===== src/rtl/brick_controller.sv =====
// Sequencer/arbiter for the single-port 256x2 brick health RAM: level fill,
// read-modify-write hit decrement and renderer lookups, plus live-brick tracking.
module brick_controller #(
  parameter int COLS        = 16,
  parameter int ROWS        = 16,
  parameter int INIT_HEALTH = 3
) (
  input  logic       clk,
  input  logic       resetn,
  input  logic       init_start_i,
  output logic       init_done_o,
  output logic       busy_o,
  input  logic       hit_req_i,
  output logic       hit_ready_o,
  input  logic [3:0] hit_col_i,
  input  logic [3:0] hit_row_i,
  output logic       hit_done_o,
  output logic [1:0] hit_health_o,
  output logic       hit_destroyed_o,
  input  logic       rd_req_i,
  output logic       rd_ready_o,
  input  logic [3:0] rd_col_i,
  input  logic [3:0] rd_row_i,
  output logic       rd_valid_o,
  output logic [1:0] rd_health_o,
  output logic [8:0] bricks_left_o,
  output logic       level_clear_o,
  output logic [7:0] mem_addr_o,
  output logic [1:0] mem_data_o,
  output logic       mem_wren_o,
  input  logic [1:0] mem_q_i
);

  localparam logic [8:0] TOTAL = 9'(COLS * ROWS);
  localparam logic [1:0] IH    = 2'(INIT_HEALTH);

  typedef enum logic [2:0] {
    S_IDLE, S_INIT, S_HIT_RD, S_HIT_CHK, S_HIT_WR, S_RD_ADDR, S_RD_CAP
  } state_e;

  state_e     state_q;
  logic [7:0] mem_addr_q;
  logic [1:0] mem_data_q;
  logic       mem_wren_q;
  logic       init_done_q;
  logic       hit_done_q;
  logic [1:0] hit_health_q;
  logic       hit_destroyed_q;
  logic       rd_valid_q;
  logic [1:0] rd_health_q;
  logic [8:0] bricks_left_q;
  logic       initialized_q;
  logic [1:0] hp_q;
  logic       oor_q;

  function automatic logic in_range(input logic [3:0] c, input logic [3:0] r);
    return (int'(c) < COLS) && (int'(r) < ROWS);
  endfunction

  logic [7:0] init_addr_d;
  logic [1:0] init_data_d;
  logic [1:0] hp_d;
  logic       hit_in_range;
  logic       rd_in_range;

  always_comb begin
    init_addr_d  = mem_addr_q + 8'd1;
    init_data_d  = in_range(init_addr_d[3:0], init_addr_d[7:4]) ? IH : 2'd0;
    // Out-of-range requests never touch the RAM, so ignore whatever mem_q holds.
    hp_d         = oor_q ? 2'd0 : mem_q_i;
    hit_in_range = in_range(hit_col_i, hit_row_i);
    rd_in_range  = in_range(rd_col_i, rd_row_i);
  end

  always_ff @(posedge clk) begin
    if (!resetn) begin
      state_q         <= S_IDLE;
      mem_addr_q      <= 8'd0;
      mem_data_q      <= 2'd0;
      mem_wren_q      <= 1'b0;
      init_done_q     <= 1'b0;
      hit_done_q      <= 1'b0;
      hit_health_q    <= 2'd0;
      hit_destroyed_q <= 1'b0;
      rd_valid_q      <= 1'b0;
      rd_health_q     <= 2'd0;
      bricks_left_q   <= 9'd0;
      initialized_q   <= 1'b0;
      hp_q            <= 2'd0;
      oor_q           <= 1'b0;
    end else begin
      init_done_q <= 1'b0;
      hit_done_q  <= 1'b0;
      rd_valid_q  <= 1'b0;
      case (state_q)
        S_IDLE: begin
          if (init_start_i) begin
            state_q       <= S_INIT;
            mem_addr_q    <= 8'd0;
            mem_data_q    <= IH;
            mem_wren_q    <= 1'b1;
            initialized_q <= 1'b0;
          end else if (hit_req_i) begin
            state_q <= S_HIT_RD;
            oor_q   <= !hit_in_range;
            if (hit_in_range) mem_addr_q <= {hit_row_i, hit_col_i};
          end else if (rd_req_i) begin
            state_q <= S_RD_ADDR;
            oor_q   <= !rd_in_range;
            if (rd_in_range) mem_addr_q <= {rd_row_i, rd_col_i};
          end
        end
        S_INIT: begin
          if (mem_addr_q == 8'hFF) begin
            state_q       <= S_IDLE;
            mem_wren_q    <= 1'b0;
            init_done_q   <= 1'b1;
            bricks_left_q <= TOTAL;
            initialized_q <= 1'b1;
          end else begin
            mem_addr_q <= init_addr_d;
            mem_data_q <= init_data_d;
          end
        end
        S_HIT_RD:  state_q <= S_HIT_CHK;
        S_HIT_CHK: begin
          state_q <= S_HIT_WR;
          hp_q    <= hp_d;
          if (hp_d != 2'd0) begin
            mem_wren_q <= 1'b1;
            mem_data_q <= hp_d - 2'd1;
          end
        end
        S_HIT_WR: begin
          state_q         <= S_IDLE;
          mem_wren_q      <= 1'b0;
          hit_done_q      <= 1'b1;
          hit_health_q    <= hp_q;
          hit_destroyed_q <= (hp_q == 2'd1);
          if (hp_q == 2'd1 && bricks_left_q != 9'd0)
            bricks_left_q <= bricks_left_q - 9'd1;
        end
        S_RD_ADDR: state_q <= S_RD_CAP;
        S_RD_CAP: begin
          state_q     <= S_IDLE;
          rd_valid_q  <= 1'b1;
          rd_health_q <= oor_q ? 2'd0 : mem_q_i;
        end
        default: state_q <= S_IDLE;
      endcase
    end
  end

  assign busy_o          = (state_q != S_IDLE);
  assign hit_ready_o     = (state_q == S_IDLE) && !init_start_i;
  assign rd_ready_o      = (state_q == S_IDLE) && !init_start_i && !hit_req_i;
  assign init_done_o     = init_done_q;
  assign hit_done_o      = hit_done_q;
  assign hit_health_o    = hit_health_q;
  assign hit_destroyed_o = hit_destroyed_q;
  assign rd_valid_o      = rd_valid_q;
  assign rd_health_o     = rd_health_q;
  assign bricks_left_o   = bricks_left_q;
  assign level_clear_o   = initialized_q && (bricks_left_q == 9'd0);
  assign mem_addr_o      = mem_addr_q;
  assign mem_data_o      = mem_data_q;
  assign mem_wren_o      = mem_wren_q;

endmodule


===== config.mk =====
export PLATFORM = sky130hd
export DESIGN_NAME = brick_controller
export DESIGN_NICKNAME = d
export VERILOG_FILES = /design/src/rtl/brick_controller.sv
export SDC_FILE = /design/constraint.sdc
export NUM_CORES = 1
export LEC_CHECK = 0
export BUFFER_PORTS_ARGS = -buffer_cell sky130_fd_sc_hd__buf_2
export CAP_MARGIN = 20
export CORE_AREA = 4 4 71 80
export DETAILED_ROUTE_END_ITERATION = 8
export DIE_AREA = 0 0 75 84
export GPL_TIMING_DRIVEN = 0
export PLACE_DENSITY = 0.63
export RECOVER_POWER = 100
export SYNTH_ARGS = -nofsm -noshare
export SYNTH_HDL_FRONTEND = slang
export SYNTH_SLANG_ARGS = --single-unit

===== constraint.sdc =====
create_clock -name clk -period 2.5 [get_ports clk]
set_clock_uncertainty 0.15 [all_clocks]
set_input_delay 0.125 -clock clk [delete_from_list [all_inputs] [get_ports clk]]
set_output_delay 0.125 -clock clk [all_outputs]
set_load 0.01 [all_outputs]

== Word level (Yosys, flattened, before mapping) ==
Index checks and enable logic that the tools add are counted.
Storage, ports and cells
  bits in registers: 35
  input bits: 23
  output and inout bits: 32
  word-level logic and storage cells: 86
Operators by class
  $add $sub $neg: 3
  equality and inequality tests: 14
  muxes and demuxes: 30
  bitwise operators: 1
  reductions and logical operators: 24
Operators by type and width (number)
  2-to-1 mux 8 bit: 4
  2-to-1 mux 9 bit: 2
  case mux 9 bit (2 select lines): 1
  case mux 8 bit (2 select lines): 1
  case mux 3 bit (5 select lines): 1
  2-to-1 mux 3 bit: 4
  AND reduction 3 bit: 4
  2-to-1 mux 1 bit: 10
  inequality test 2 bit, second input constant: 5
  == test 3 bit, second input constant: 3
  zero test 9 bit: 1
  nonzero test 9 bit: 1
  subtractor 9 x 1 -> 9 bit, second input constant: 1
  adder 8 x 1 -> 8 bit, second input constant: 1
  == test 8 bit, second input constant: 1
  2-to-1 mux 2 bit: 4
  AND reduction 4 bit: 2
  nonzero test 2 bit: 4
  == test 3 x 2 -> 1 bit, second input constant: 2
  case mux 2 bit (3 select lines): 1
  nonzero test 3 bit: 2
  logical AND 1 bit: 4
  inequality test 4 bit, second input constant: 1
  case mux 1 bit (4 select lines): 1
  9 further kinds: 11

== Logic depth before layout (Yosys ltp) ==
Gate-level depths: netlist (run 1).
  depth after elaboration: 4
  depth in mapped cells: 7
  depth with buffers taken out: 6

== Worst setup path after synthesis (run 1) ==
Ideal clock, no wire load.
  kind: reg2reg
  from: register bricks_left_q[0] (netlist: bricks_left_o[0])
  to: register bricks_left_q[5] (netlist: bricks_left_o[5])
  library setup time: 0.119 ns
  data arrival time: 1.870 ns
  setup slack: 0.361 ns
  stages on the path, launching flop included: 8
  path through: dfxtp_1 inv_1 ha_1 or4b_4 o311ai_4 buf_6 nor3_1 o221a_1
On the way
  word-level cells in the longest chain between the ends: 4
  elaborated cells between the ends (all ways): 7
Ends and longest elaborated chain
  start, declared: RTL line 51  | logic [8:0] bricks_left_q;
  start signal, assigned: RTL line 141  | bricks_left_q <= bricks_left_q - 9'd1;
  parallel branches: the longest is 4 deep, another holds subtractor 9 x 1 -> 9 bit
Parallel ways; which one is timed is not known. The select of a mux whose other input is x is not followed.
A chain may end at the register's enable or synchronous reset.

== Worst setup path in the final report (run 1) ==
Same ends and word-level chain as after synthesis.

==> results.md, run 1 <==
## Final layout
- area used by multi-input combinational logic: 1110 um^2
- area grow syn2layout: 22.1%
- number of fill cells in the layout: 510
- number of nets in the layout: 320
- diode count: 0
- Cell Count, Final, Fillers Out: 353
- flip-flop and latch area: 681 um^2
- Final Core Density: 0.473
- fraction of layout instances using a drive strength above 1: 0.142

## Place
- port buffer count: 54
- number of placed instances with taps included: 342
- HPWL Detailed: 3810 um
- worst slack at placement: 160 ps
- Routability Congestion: 0.842

## Drt
- 1st-iter DRT viols: 77
- first drt pass iteration count: 4
- routed len/inst: 14.9 um
- via density per instance: 5.54
- Total Routed Length: 5250 um
- remaining design rule violation count: 0
- DR vias: 1,954
- Antenna Nets Post-Route: 0

## Synthesis
- unique cell type count in the Yosys netlist: 53
- post-synthesis register bit count: 34
- fraction of synthesized cell area taken by the top area cell type: 0.359
- fraction of synthesis flops using an asynchronous set or reset pin: 0
- cell count after synthesis: 230
- commonest cells in the synthesized netlist: sky130_fd_sc_hd__dfxtp_1, sky130_fd_sc_hd__a21oi_1, sky130_fd_sc_hd__nand2_1, sky130_fd_sc_hd__nor2_1, sky130_fd_sc_hd__clkbuf_1
- post-synth top area cell: sky130_fd_sc_hd__dfxtp_1
- Post-Syn Area: 1900 um^2
- Yosys Warn Count: 0
- top cells by area in the synthesized netlist: sky130_fd_sc_hd__dfxtp_1, sky130_fd_sc_hd__a21oi_1, sky130_fd_sc_hd__mux2i_1
- fraction of the yosys area taken by sequential cells: 0.359
- synthesized net count: 256
- Post-synth EDFFs: 0
- Avg Synthesized Cell Area: 8.25 um^2
- most common flop cell mapped by yosys: sky130_fd_sc_hd__dfxtp_1
- most frequent cell after synthesis: sky130_fd_sc_hd__dfxtp_1

## Timing
- count of final setup violators: 0
- transition time at the pin with the least slew margin: 828 ps
- Min Hold Slack: 79.9 ps
- Final Worst Setup Slack: 140 ps
- post-route minimum period: 2360 ps
- unrepaired setup endpoints after global routing: false
- fin. max-slew vios: 0
- Setup Total Neg Slack: 0 ps
- Max-slew headroom: 0.444
- ratio of final minimum period to clock period: 0.944
- achievable frequency: 424 MHz
- number of endpoints with negative hold slack in the final report: 0

## Floorplanning
- number of primary I/O pins: 55
- starting density of the core: 0.387
- floorplan die area: 6300 um^2
- Placeable Area: 4900 um^2
- height of the die: 84 um
- number of rows created at floorplan: 27
- Die Span X: 75 um

## Setup path
- data arrival time of the critical path: 2400 ps
- largest fanout on the critical path: 10
- type of the worst setup path: flop to flop
- nature of the critical path endpoint: flop
- FF-to-FF path depth: 7
- highest-delay cell along the critical path: sky130_fd_sc_hd__or4b_4
- cells along the critical path: inv_1 -> ha_1 -> or4b_4 -> o311ai_2 -> buf_6 -> nor3_1 -> o221a_1
- worst r2r src: bricks_left_o[0]$_SDFFE_PN0P_
- max incr delay on CP: 540 ps
- CP Launch Type: flop
- data required time of the critical path: 2540 ps
- reg2reg setup slack: 140 ps
- RR Endpoint: bricks_left_o[5]$_SDFFE_PN0P_

## GRT
- overall overflow remaining after global route: 0
- initial antenna violation count: 0
- first-pass GRT wire length: 8810 um
- global-route usage over all layers: 0.175
- vias in the first global route: 1,778
- maximum number of pins on one net before global-route repair: 11

## Clock tree
- Num CTS Buffers: 5
- TritonCTS clock tree: built
- clock sink count: 34
- Clock Pin Slew Worst Setup and Hold Paths: 70 ps
- H-tree depth reported by CTS: 2
- clock network latency to the later pin of the worst-skew pair: 290 ps
- post-CTS setup repair buffer count: 0
- Clk Tree Root Cell: sky130_fd_sc_hd__clkbuf_8
- number of buffers on the longest clock path: 2

## Min path
- startpoint of the lowest-slack hold path: resetn
- capture endpoint of the worst hold path: mem_addr_o[6]$_SDFFE_PN0P_
- worst hold path stage count: 3
- class of the most critical hold timing path: input pin to flop

## Status
- result of the run: complete, no violations

## Power and ir drop
- static leakage: 0.904 nW
- PD cells: 558 nW/um^2
- maximum VDD drop: 0.221 mV

## Flow run
- max capacitance violation total: 0

## metrics by stage
| stage | instance area, um^2 | power [mW] |
|---|---|---|
| 2_1_floorplan | 1900 | 0.789 |
| 3_3_place_gp | 2240 | 0.882 |
| 3_5_place_dp | 2240 | 0.885 |
| 4_1_cts | 2360 | 1.32 |
| 5_1_grt | 2320 | 1.37 |
| 6_report | 2320 | 1.29 |
## state kept, by name, indices dropped and copies added (netlist names)
| name | flops |
|---|---|
| mem_data_o | 2 |
| mem_wren_o | 1 |
| bricks_left_o | 9 |
| initialized_q | 1 |
| mem_addr_o | 8 |
| init_done_o | 1 |
| hit_health_o | 2 |
| rd_health_o | 2 |
| hp_q | 2 |
| hit_destroyed_o | 1 |
| rd_valid_o | 1 |
| state_q | 3 |
| hit_done_o | 1 |
## logic make-up after synthesis
family                     Yosys count  share of synthesized area
and+or+nand+nor                     84                      0.237
xor gates and xnor gates             2                    0.00923
adders and majority gates            3                     0.0198
DFF                                 34                      0.359
buffers and inverters               24                     0.0514
muxes                               11                     0.0587
AOI/OAI and AO/OA                   72                      0.265
## report_power, final
group	switching (mW)	internal [mW]
clock	0.201	0.222
sequential	0.0370	0.571
combinational	0.155	0.107
total	0.393	0.900
## worst max-delay path by stage
stage                                             start                            end  depth (start not counted)  slack, ps
after floorplan           bricks_left_o[0]$_SDFFE_PN0P_  bricks_left_o[5]$_SDFFE_PN0P_                          7        360
after global placement       mem_addr_o[0]$_SDFFE_PN0P_  bricks_left_o[4]$_SDFFE_PN0P_                          7        170
after detailed placement     mem_addr_o[0]$_SDFFE_PN0P_  bricks_left_o[4]$_SDFFE_PN0P_                          7        160
after CTS                    mem_addr_o[0]$_SDFFE_PN0P_  bricks_left_o[4]$_SDFFE_PN0P_                          7        120
after global routing      bricks_left_o[0]$_SDFFE_PN0P_  bricks_left_o[5]$_SDFFE_PN0P_                          7         30
final                     bricks_left_o[0]$_SDFFE_PN0P_  bricks_left_o[5]$_SDFFE_PN0P_                          7        140
## cell type report
| type | count | share of cell area |
|---|---|---|
| inverter | 10 | 0.0162 |
| sequential | 34 | 0.294 |
| multi-input combinational | 172 | 0.481 |
| buffer | 14 | 0.0259 |
| clock inverter | 1 | 0.00216 |
| tap | 58 | 0.0313 |
| clock buffer | 7 | 0.0373 |
| timing repair buffer | 57 | 0.112 |
## what timing repair did
action,in CTS,in global routing
setup endpoints to repair,0,8
resized for setup,0,1
hold buffers,3,0
endpoints found under the hold margin,7,0
## cells in the final DEF (no fill, tap or decap), types with 9 or more instances in the layout
master                      n
sky130_fd_sc_hd__mux2i_1   10
sky130_fd_sc_hd__o21ai_0   11
sky130_fd_sc_hd__dfxtp_1   34
sky130_fd_sc_hd__inv_1     10
sky130_fd_sc_hd__clkbuf_1  45
sky130_fd_sc_hd__a21oi_1   24
sky130_fd_sc_hd__nor2_1    16
sky130_fd_sc_hd__buf_2     22
sky130_fd_sc_hd__nand2_1   18
sky130_fd_sc_hd__nor3_1     9
## routing by layer
layer | track usage | share of wire | vias to the layer above
met5 | 0 | 0 | -
met4 | 0.0615 | 0.013 | 0
met3 | 0.0337 | 0.050 | 5
met2 | 0.267 | 0.47 | 48
met1 | 0.240 | 0.47 | 907
li1 | - | - | 994
## critical path, delay by kind of cell (launching register included)
kind / cells / cell delay [ps]
AO/OA/AOI/OAI: 2 / 630
adder cells (fa/ha/maj): 1 / 230
buffers and inverters: 2 / 280
flip-flops: 1 / 360
AND/OR/NAND/NOR: 2 / 600
Note: power is estimated with default switching activity, not from simulation.
==> run 2, diff against run 1 <==
--- a/config.mk
+++ b/config.mk
@@ -11,8 +11,10 @@
 export DETAILED_ROUTE_END_ITERATION = 8
 export DIE_AREA = 0 0 75 84
 export GPL_TIMING_DRIVEN = 0
-export PLACE_DENSITY = 0.63
+export HOLD_SLACK_MARGIN = 0.05
+export PLACE_DENSITY = 0.67
 export RECOVER_POWER = 100
+export REMOVE_ABC_BUFFERS = 1
 export SYNTH_ARGS = -nofsm -noshare
 export SYNTH_HDL_FRONTEND = slang
 export SYNTH_SLANG_ARGS = --single-unit
==> run 2 against run 1 <==
  * Routed wire length fell by 11%
  * Sequential share of layout area rose by 0.40 points
  * Maximum frequency fell by 1.7%
  * Highest routed layer unchanged
  * Largest cell class unchanged
  * Final area fell by 1.3%
  * Sequential cell count did not move
  * Largest power group unchanged
  * Worst hold slack improved by 19 ps
==> results.md, run 2 (same netlist as run 1, synthesis figures left out) <==
## Setup path
- critical path buffer and inverter count: 1, was 2
- largest fanout on the critical path: 12, was 10
- CP Launch Type: flop, unchanged
- type of the worst setup path: flop to flop, unchanged
- data required time of the critical path: 2570 ps, was 2540 ps
- nature of the critical path endpoint: flop, unchanged
- highest-delay cell along the critical path: sky130_fd_sc_hd__or4b_4, unchanged
- data arrival time of the critical path: 2470 ps, was 2400 ps
- worst r2r src: bricks_left_o[0]$_SDFFE_PN0P_, unchanged
- beginning of the critical path: bricks_left_o[0]$_SDFFE_PN0P_, unchanged
- Top delay family on crit path: simple AND/OR/NAND/NOR gates, was compound AO/OA/AOI/OAI gates
- max incr delay on CP: 540 ps, about the same
- cells along the critical path: inv_1 -> ha_1 -> or4b_4 -> o311ai_4 -> and2_1 -> o221a_1, was inv_1 -> ha_1 -> or4b_4 -> o311ai_2 -> buf_6 -> nor3_1 -> o221a_1

## Timing
- transition time at the pin with the least slew margin: 806 ps, was 828 ps
- post-route minimum period: 2400 ps, was 2360 ps
- number of endpoints with negative hold slack in the final report: 0, unchanged
- ratio of final minimum period to clock period: 0.960, was 0.944
- fin. max-slew vios: 0, unchanged
- Max-slew headroom: 0.458, was 0.444
- unrepaired setup endpoints after global routing: false, unchanged
- Final Worst Setup Slack: 100 ps, was 140 ps
- count of final setup violators: 0, unchanged
- achievable frequency: 417 MHz, was 424 MHz

## Floorplanning
- starting density of the core: 0.387, unchanged
- number of rows created at floorplan: 27, unchanged
- height of the die: 84 um, unchanged
- floorplan die area: 6300 um^2, unchanged
- Placeable Area: 4900 um^2, unchanged
- Die Span X: 75 um, unchanged
- number of primary I/O pins: 55, unchanged

## Clock tree
- clock sink count: 34, unchanged
- H-tree depth reported by CTS: 2, unchanged
- Clock Pin Slew Worst Setup and Hold Paths: 70 ps, about the same
- Num CTS Buffers: 5, unchanged
- number of buffers on the longest clock path: 2, unchanged
- TritonCTS clock tree: built, unchanged
- clock network latency to the later pin of the worst-skew pair: 280 ps, was 290 ps
- Clk Tree Root Cell: sky130_fd_sc_hd__clkbuf_8, unchanged

## Final layout
- number of fill cells in the layout: 506, was 510
- commonest non-fill, non-tap cells in the layout: sky130_fd_sc_hd__dfxtp_1, sky130_fd_sc_hd__clkbuf_1, sky130_fd_sc_hd__a21oi_1, was sky130_fd_sc_hd__clkbuf_1, sky130_fd_sc_hd__dfxtp_1, sky130_fd_sc_hd__a21oi_1
- fraction of layout instances using a drive strength above 1: 0.143, was 0.142
- number of nets in the layout: 307, was 320
- diode count: 0, unchanged
- most common cell after layout, fill and taps aside: sky130_fd_sc_hd__dfxtp_1, was sky130_fd_sc_hd__clkbuf_1
- area grow syn2layout: 20.4%, was 22.1%
- area used by multi-input combinational logic: 1140 um^2, was 1110 um^2
- max FFs per register: 9, unchanged
- flip-flop and latch area: 681 um^2, unchanged

## Power and ir drop
- share of total power in combinational logic: 0.192, was 0.203
- part of the power in the clock network: 0.319, was 0.327
- PD cells: 555 nW/um^2, was 558 nW/um^2
- total power: 1.27 mW, was 1.29 mW
- sequential cell fraction of total power: 0.489, was 0.470
- maximum VDD drop: 0.179 mV, was 0.221 mV
- net switching share of the total power: 0.299, was 0.304
- internal power contribution: 889 uW, was 900 uW
- static leakage: 0.882 nW, was 0.904 nW
- Switching Power: 379 uW, was 393 uW

## GRT
- vias in the first global route: 1,733, was 1,778
- maximum number of pins on one net before global-route repair: 26, was 11
- first-pass GRT wire length: 7670 um, was 8810 um
- global-route usage over all layers: 0.153, was 0.175
- overall overflow remaining after global route: 0, unchanged
- initial antenna violation count: 0, unchanged

## Status
- result of the run: complete, no violations, unchanged

## Drt
- DR vias: 1,894, was 1,954
- 1st-iter DRT viols: 109, was 77
- routed len/inst: 13.9 um, was 14.9 um
- first drt pass iteration count: 4, unchanged
- Antenna Nets Post-Route: 0, unchanged
- via density per instance: 5.60, was 5.54
- Total Routed Length: 4690 um, was 5250 um
- remaining design rule violation count: 0, unchanged

## Place
- port buffer count: 54, unchanged
- HPWL Detailed: 3280 um, was 3810 um
- worst slack at placement: -867 ps, was 160 ps
- Routability Congestion: 0.837, was 0.842

## Min path
- startpoint of the lowest-slack hold path: hit_row_i[1], was resetn
- class of the most critical hold timing path: input pin to flop, unchanged

## Flow run
- max capacitance violation total: 0, unchanged

-- run 2: cell count changes in the layout (fill, tap and decap cells not counted) --
cell	change
sky130_fd_sc_hd__clkbuf_1	-12
sky130_fd_sc_hd__buf_1	-1
sky130_fd_sc_hd__buf_2	-1
sky130_fd_sc_hd__buf_6	-1
sky130_fd_sc_hd__clkinv_2	-1
sky130_fd_sc_hd__dlygate4sd3_1	+1
sky130_fd_sc_hd__nand3_2	-1
sky130_fd_sc_hd__nand3_4	+1
sky130_fd_sc_hd__nor3b_1	-1
sky130_fd_sc_hd__nor3b_4	+1
sky130_fd_sc_hd__o311ai_2	-1
sky130_fd_sc_hd__o311ai_4	+1
-- run 2: layout make-up --
| type | count | share of cell area |
|---|---|---|
| repair buffers | 58 | 0.118 |
| well taps | 58 | 0.0317 |
| flip-flops and latches | 34 | 0.298 |
| clock buffers | 6 | 0.0361 |
| inverters | 10 | 0.0164 |
| multi-input cells | 172 | 0.500 |
-- run 2: what timing repair did --
item	4_1_cts	5_1_grt
gates resized for setup	3	1
endpoints found under the setup margin	19	6
hold endpoints to repair	8	0
hold buffers	4	0
setup buffers	0	0
-- run 2: final timing paths --
check,endpoint,slack [ps],depth (start not counted)
min,mem_addr_o[5]$_SDFFE_PN0P_,100,4
max reg2reg,bricks_left_o[6]$_SDFFE_PN0P_,100,6
min reg2reg,hit_destroyed_o$_SDFFE_PN0P_,310,2
max,bricks_left_o[6]$_SDFFE_PN0P_,100,6
-- run 2: worst reg2reg max path: stages (launching register included) --
cell	delay [ps]
sky130_fd_sc_hd__dfxtp_1	340
sky130_fd_sc_hd__inv_1	80
sky130_fd_sc_hd__ha_1	220
sky130_fd_sc_hd__or4b_4	540
sky130_fd_sc_hd__o311ai_4	520
sky130_fd_sc_hd__and2_1	290
sky130_fd_sc_hd__o221a_1	200
-- run 2: power by group through the flow --
stage	Sequential (mW)	Clock, mW	Combinational [mW]
2_1_floorplan	0.630	0	0.145
3_3_place_gp	0.628	0	0.241
3_5_place_dp	0.628	0	0.244
4_1_cts	0.618	0.412	0.253
5_1_grt	0.626	0.438	0.276
6_report	0.620	0.404	0.244
-- run 2: routing by layer --
layer / up-vias / track usage / share of wire
met5: - / 0 / 0
li1: 968 / - / -
met1: 862 / 0.193 / 0.46
met3: 9 / 0.0458 / 0.069
met2: 55 / 0.237 / 0.46
met4: 0 / 0.0631 / 0.015
-- run 2: metrics by stage --
step / hold WS [ps] / std cells / area [um^2] / setup TNS, ps / utilization
after floorplan: 86.2 / 216 / 1840 / -85.5 / -
after detailed placement: 246 / 328 / 2180 / -12550 / 0.445
after global routing: 122 / 338 / 2290 / 0 / 0.467
after CTS: 98.5 / 338 / 2320 / 0 / 0.474
final: 99.2 / 338 / 2290 / 0 / 0.467
after global placement: 240 / 328 / 2180 / -11650 / 0.445
==> run 3, diff against run 2 <==
--- a/config.mk
+++ b/config.mk
@@ -14,7 +14,6 @@
 export HOLD_SLACK_MARGIN = 0.05
 export PLACE_DENSITY = 0.67
 export RECOVER_POWER = 100
-export REMOVE_ABC_BUFFERS = 1
 export SYNTH_ARGS = -nofsm -noshare
 export SYNTH_HDL_FRONTEND = slang
 export SYNTH_SLANG_ARGS = --single-unit
==> run 3 against run 2 <==
  * Non-clock buffer count grew 13
  * Utilization is 0.87 points higher
  * Critical path type unchanged
  * Largest cell class unchanged
  * Register-to-register slack improved by 120 ps
  * Largest power group unchanged
  * Critical endpoint unchanged
  * Final area grew 1.9%
==> results.md, run 3 (same netlist as run 1, synthesis figures left out) <==
## Status
- result of the run: complete, no violations, unchanged

## GRT
- global-route usage over all layers: 0.166, was 0.153
- maximum number of pins on one net before global-route repair: 11, was 26
- first-pass GRT wire length: 8350 um, was 7670 um
- vias in the first global route: 1,809, was 1,733
- overall overflow remaining after global route: 0, unchanged
- initial antenna violation count: 0, unchanged

## Final layout
- diode count: 0, unchanged
- commonest non-fill, non-tap cells in the layout: sky130_fd_sc_hd__clkbuf_1, sky130_fd_sc_hd__dfxtp_1, sky130_fd_sc_hd__a21oi_1, was sky130_fd_sc_hd__dfxtp_1, sky130_fd_sc_hd__clkbuf_1, sky130_fd_sc_hd__a21oi_1
- number of nets in the layout: 320, was 307
- most common cell after layout, fill and taps aside: sky130_fd_sc_hd__clkbuf_1, was sky130_fd_sc_hd__dfxtp_1
- area grow syn2layout: 22.7%, was 20.4%
- fraction of layout instances using a drive strength above 1: 0.146, was 0.143
- summed area of non-filler cells in the final layout: 2330 um^2, was 2290 um^2
- max FFs per register: 9, unchanged
- Final Core Density: 0.475, was 0.467
- Cell Count, Final, Fillers Out: 353, was 338

## Timing
- Setup Total Neg Slack: 0 ps, unchanged
- transition time at the pin with the least slew margin: 835 ps, was 806 ps
- fin. max-slew vios: 0, unchanged
- number of endpoints with negative hold slack in the final report: 0, unchanged
- Final Worst Setup Slack: 215 ps, was 100 ps
- Min Hold Slack: 87.3 ps, was 99.2 ps
- count of final setup violators: 0, unchanged
- post-route minimum period: 2280 ps, was 2400 ps
- ratio of final minimum period to clock period: 0.914, was 0.960
- Max-slew headroom: 0.439, was 0.458
- achievable frequency: 438 MHz, was 417 MHz
- unrepaired setup endpoints after global routing: false, unchanged

## Floorplanning
- number of rows created at floorplan: 27, unchanged
- Placeable Area: 4900 um^2, unchanged
- height of the die: 84 um, unchanged
- number of primary I/O pins: 55, unchanged
- floorplan die area: 6300 um^2, unchanged
- Die Span X: 75 um, unchanged
- starting density of the core: 0.387, unchanged

## Power and ir drop
- static leakage: 0.908 nW, was 0.882 nW
- total power: 1.29 mW, was 1.27 mW
- PD cells: 555 nW/um^2, about the same
- maximum VDD drop: 0.198 mV, was 0.179 mV

## Setup path
- data arrival time of the critical path: 2310 ps, was 2470 ps
- type of the worst setup path: flop to flop, unchanged
- data required time of the critical path: 2520 ps, was 2570 ps
- CP Launch Type: flop, unchanged
- nature of the critical path endpoint: flop, unchanged
- largest fanout on the critical path: 10, was 12

## Drt
- remaining design rule violation count: 0, unchanged
- DR vias: 1,917, was 1,894
- Total Routed Length: 5030 um, was 4690 um
- first drt pass iteration count: 4, unchanged
- routed len/inst: 14.2 um, was 13.9 um
- 1st-iter DRT viols: 82, was 109
- Antenna Nets Post-Route: 0, unchanged
- via density per instance: 5.43, was 5.60

## Place
- HPWL Detailed: 3700 um, was 3280 um
- port buffer count: 54, unchanged
- worst slack at placement: 164 ps, was -867 ps
- DP Area: 2240 um^2, was 2180 um^2
- number of placed instances with taps included: 342, was 328
- Routability Congestion: 0.868, was 0.837

## Clock tree
- Clk Tree Root Cell: sky130_fd_sc_hd__clkbuf_8, unchanged
- H-tree depth reported by CTS: 2, unchanged
- post-CTS setup repair buffer count: 0, unchanged
- TritonCTS clock tree: built, unchanged
- Clock Pin Slew Worst Setup and Hold Paths: 70 ps, about the same
- clock network latency to the later pin of the worst-skew pair: 280 ps, about the same
- Num CTS Buffers: 5, unchanged
- clock sink count: 34, unchanged
- number of buffers on the longest clock path: 2, unchanged

## Flow run
- max capacitance violation total: 0, unchanged

## Min path
- class of the most critical hold timing path: input pin to flop, unchanged

-- run 3: cell count changes in the layout (fill, tap and decap cells not counted), sizes merged --
| cell | previous run | this run |
|---|---|---|
| buf | 21 | 25 |
| clkinv | 0 | 1 |
| clkbuf | 39 | 50 |
| dlygate4sd3 | 4 | 3 |
-- run 3: area by class of cell --
type	instances	area, um^2
fillers	505	2570
multi-input cells	172	1120
flip-flops and latches	34	681
repair buffers	57	262
clock buffers	7	86.3
well taps	58	72.6
plain buffers	14	60.1
inverters	10	37.5
clock inverters	1	5.00
-- run 3: path summary, 6_finish.rpt --
check | start | to | slack (ps) | depth (start not counted)
max | bricks_left_o[0]$_SDFFE_PN0P_ | bricks_left_o[6]$_SDFFE_PN0P_ | 220 | 7
min | resetn | mem_addr_o[6]$_SDFFE_PN0P_ | 90 | 3
max reg2reg | bricks_left_o[0]$_SDFFE_PN0P_ | bricks_left_o[6]$_SDFFE_PN0P_ | 220 | 7
min reg2reg | hit_destroyed_o$_SDFFE_PN0P_ | hit_destroyed_o$_SDFFE_PN0P_ | 310 | 2
-- run 3: power by group --
group	leakage [nW]	total (mW)	internal [mW]	switching, mW
Clock	0.0482	0.422	0.222	0.200
Combinational	0.583	0.260	0.107	0.153
Sequential	0.277	0.609	0.571	0.0381
-- run 3: worst max-delay path: stages, from the launching register on --
cell                       delay [ps]
sky130_fd_sc_hd__dfxtp_1          350
sky130_fd_sc_hd__inv_1             80
sky130_fd_sc_hd__ha_1             220
sky130_fd_sc_hd__or4b_4           540
sky130_fd_sc_hd__o311ai_4         350
sky130_fd_sc_hd__buf_6            190
sky130_fd_sc_hd__nor3_1            50
sky130_fd_sc_hd__o221a_1          240
-- run 3: layer usage --
layer	part of all wire	vias to the layer above	GRT usage
met2	0.46	53	0.241
met5	0	-	0
met3	0.060	5	0.0373
li1	-	989	-
met1	0.47	870	0.233
met4	0.0095	0	0.0712
-- run 3: what timing repair did --
action	4_1_cts	5_1_grt
hold buffers	3	0
hold endpoints to repair	7	0
gates resized for setup	0	1
endpoints found under the setup margin	0	2
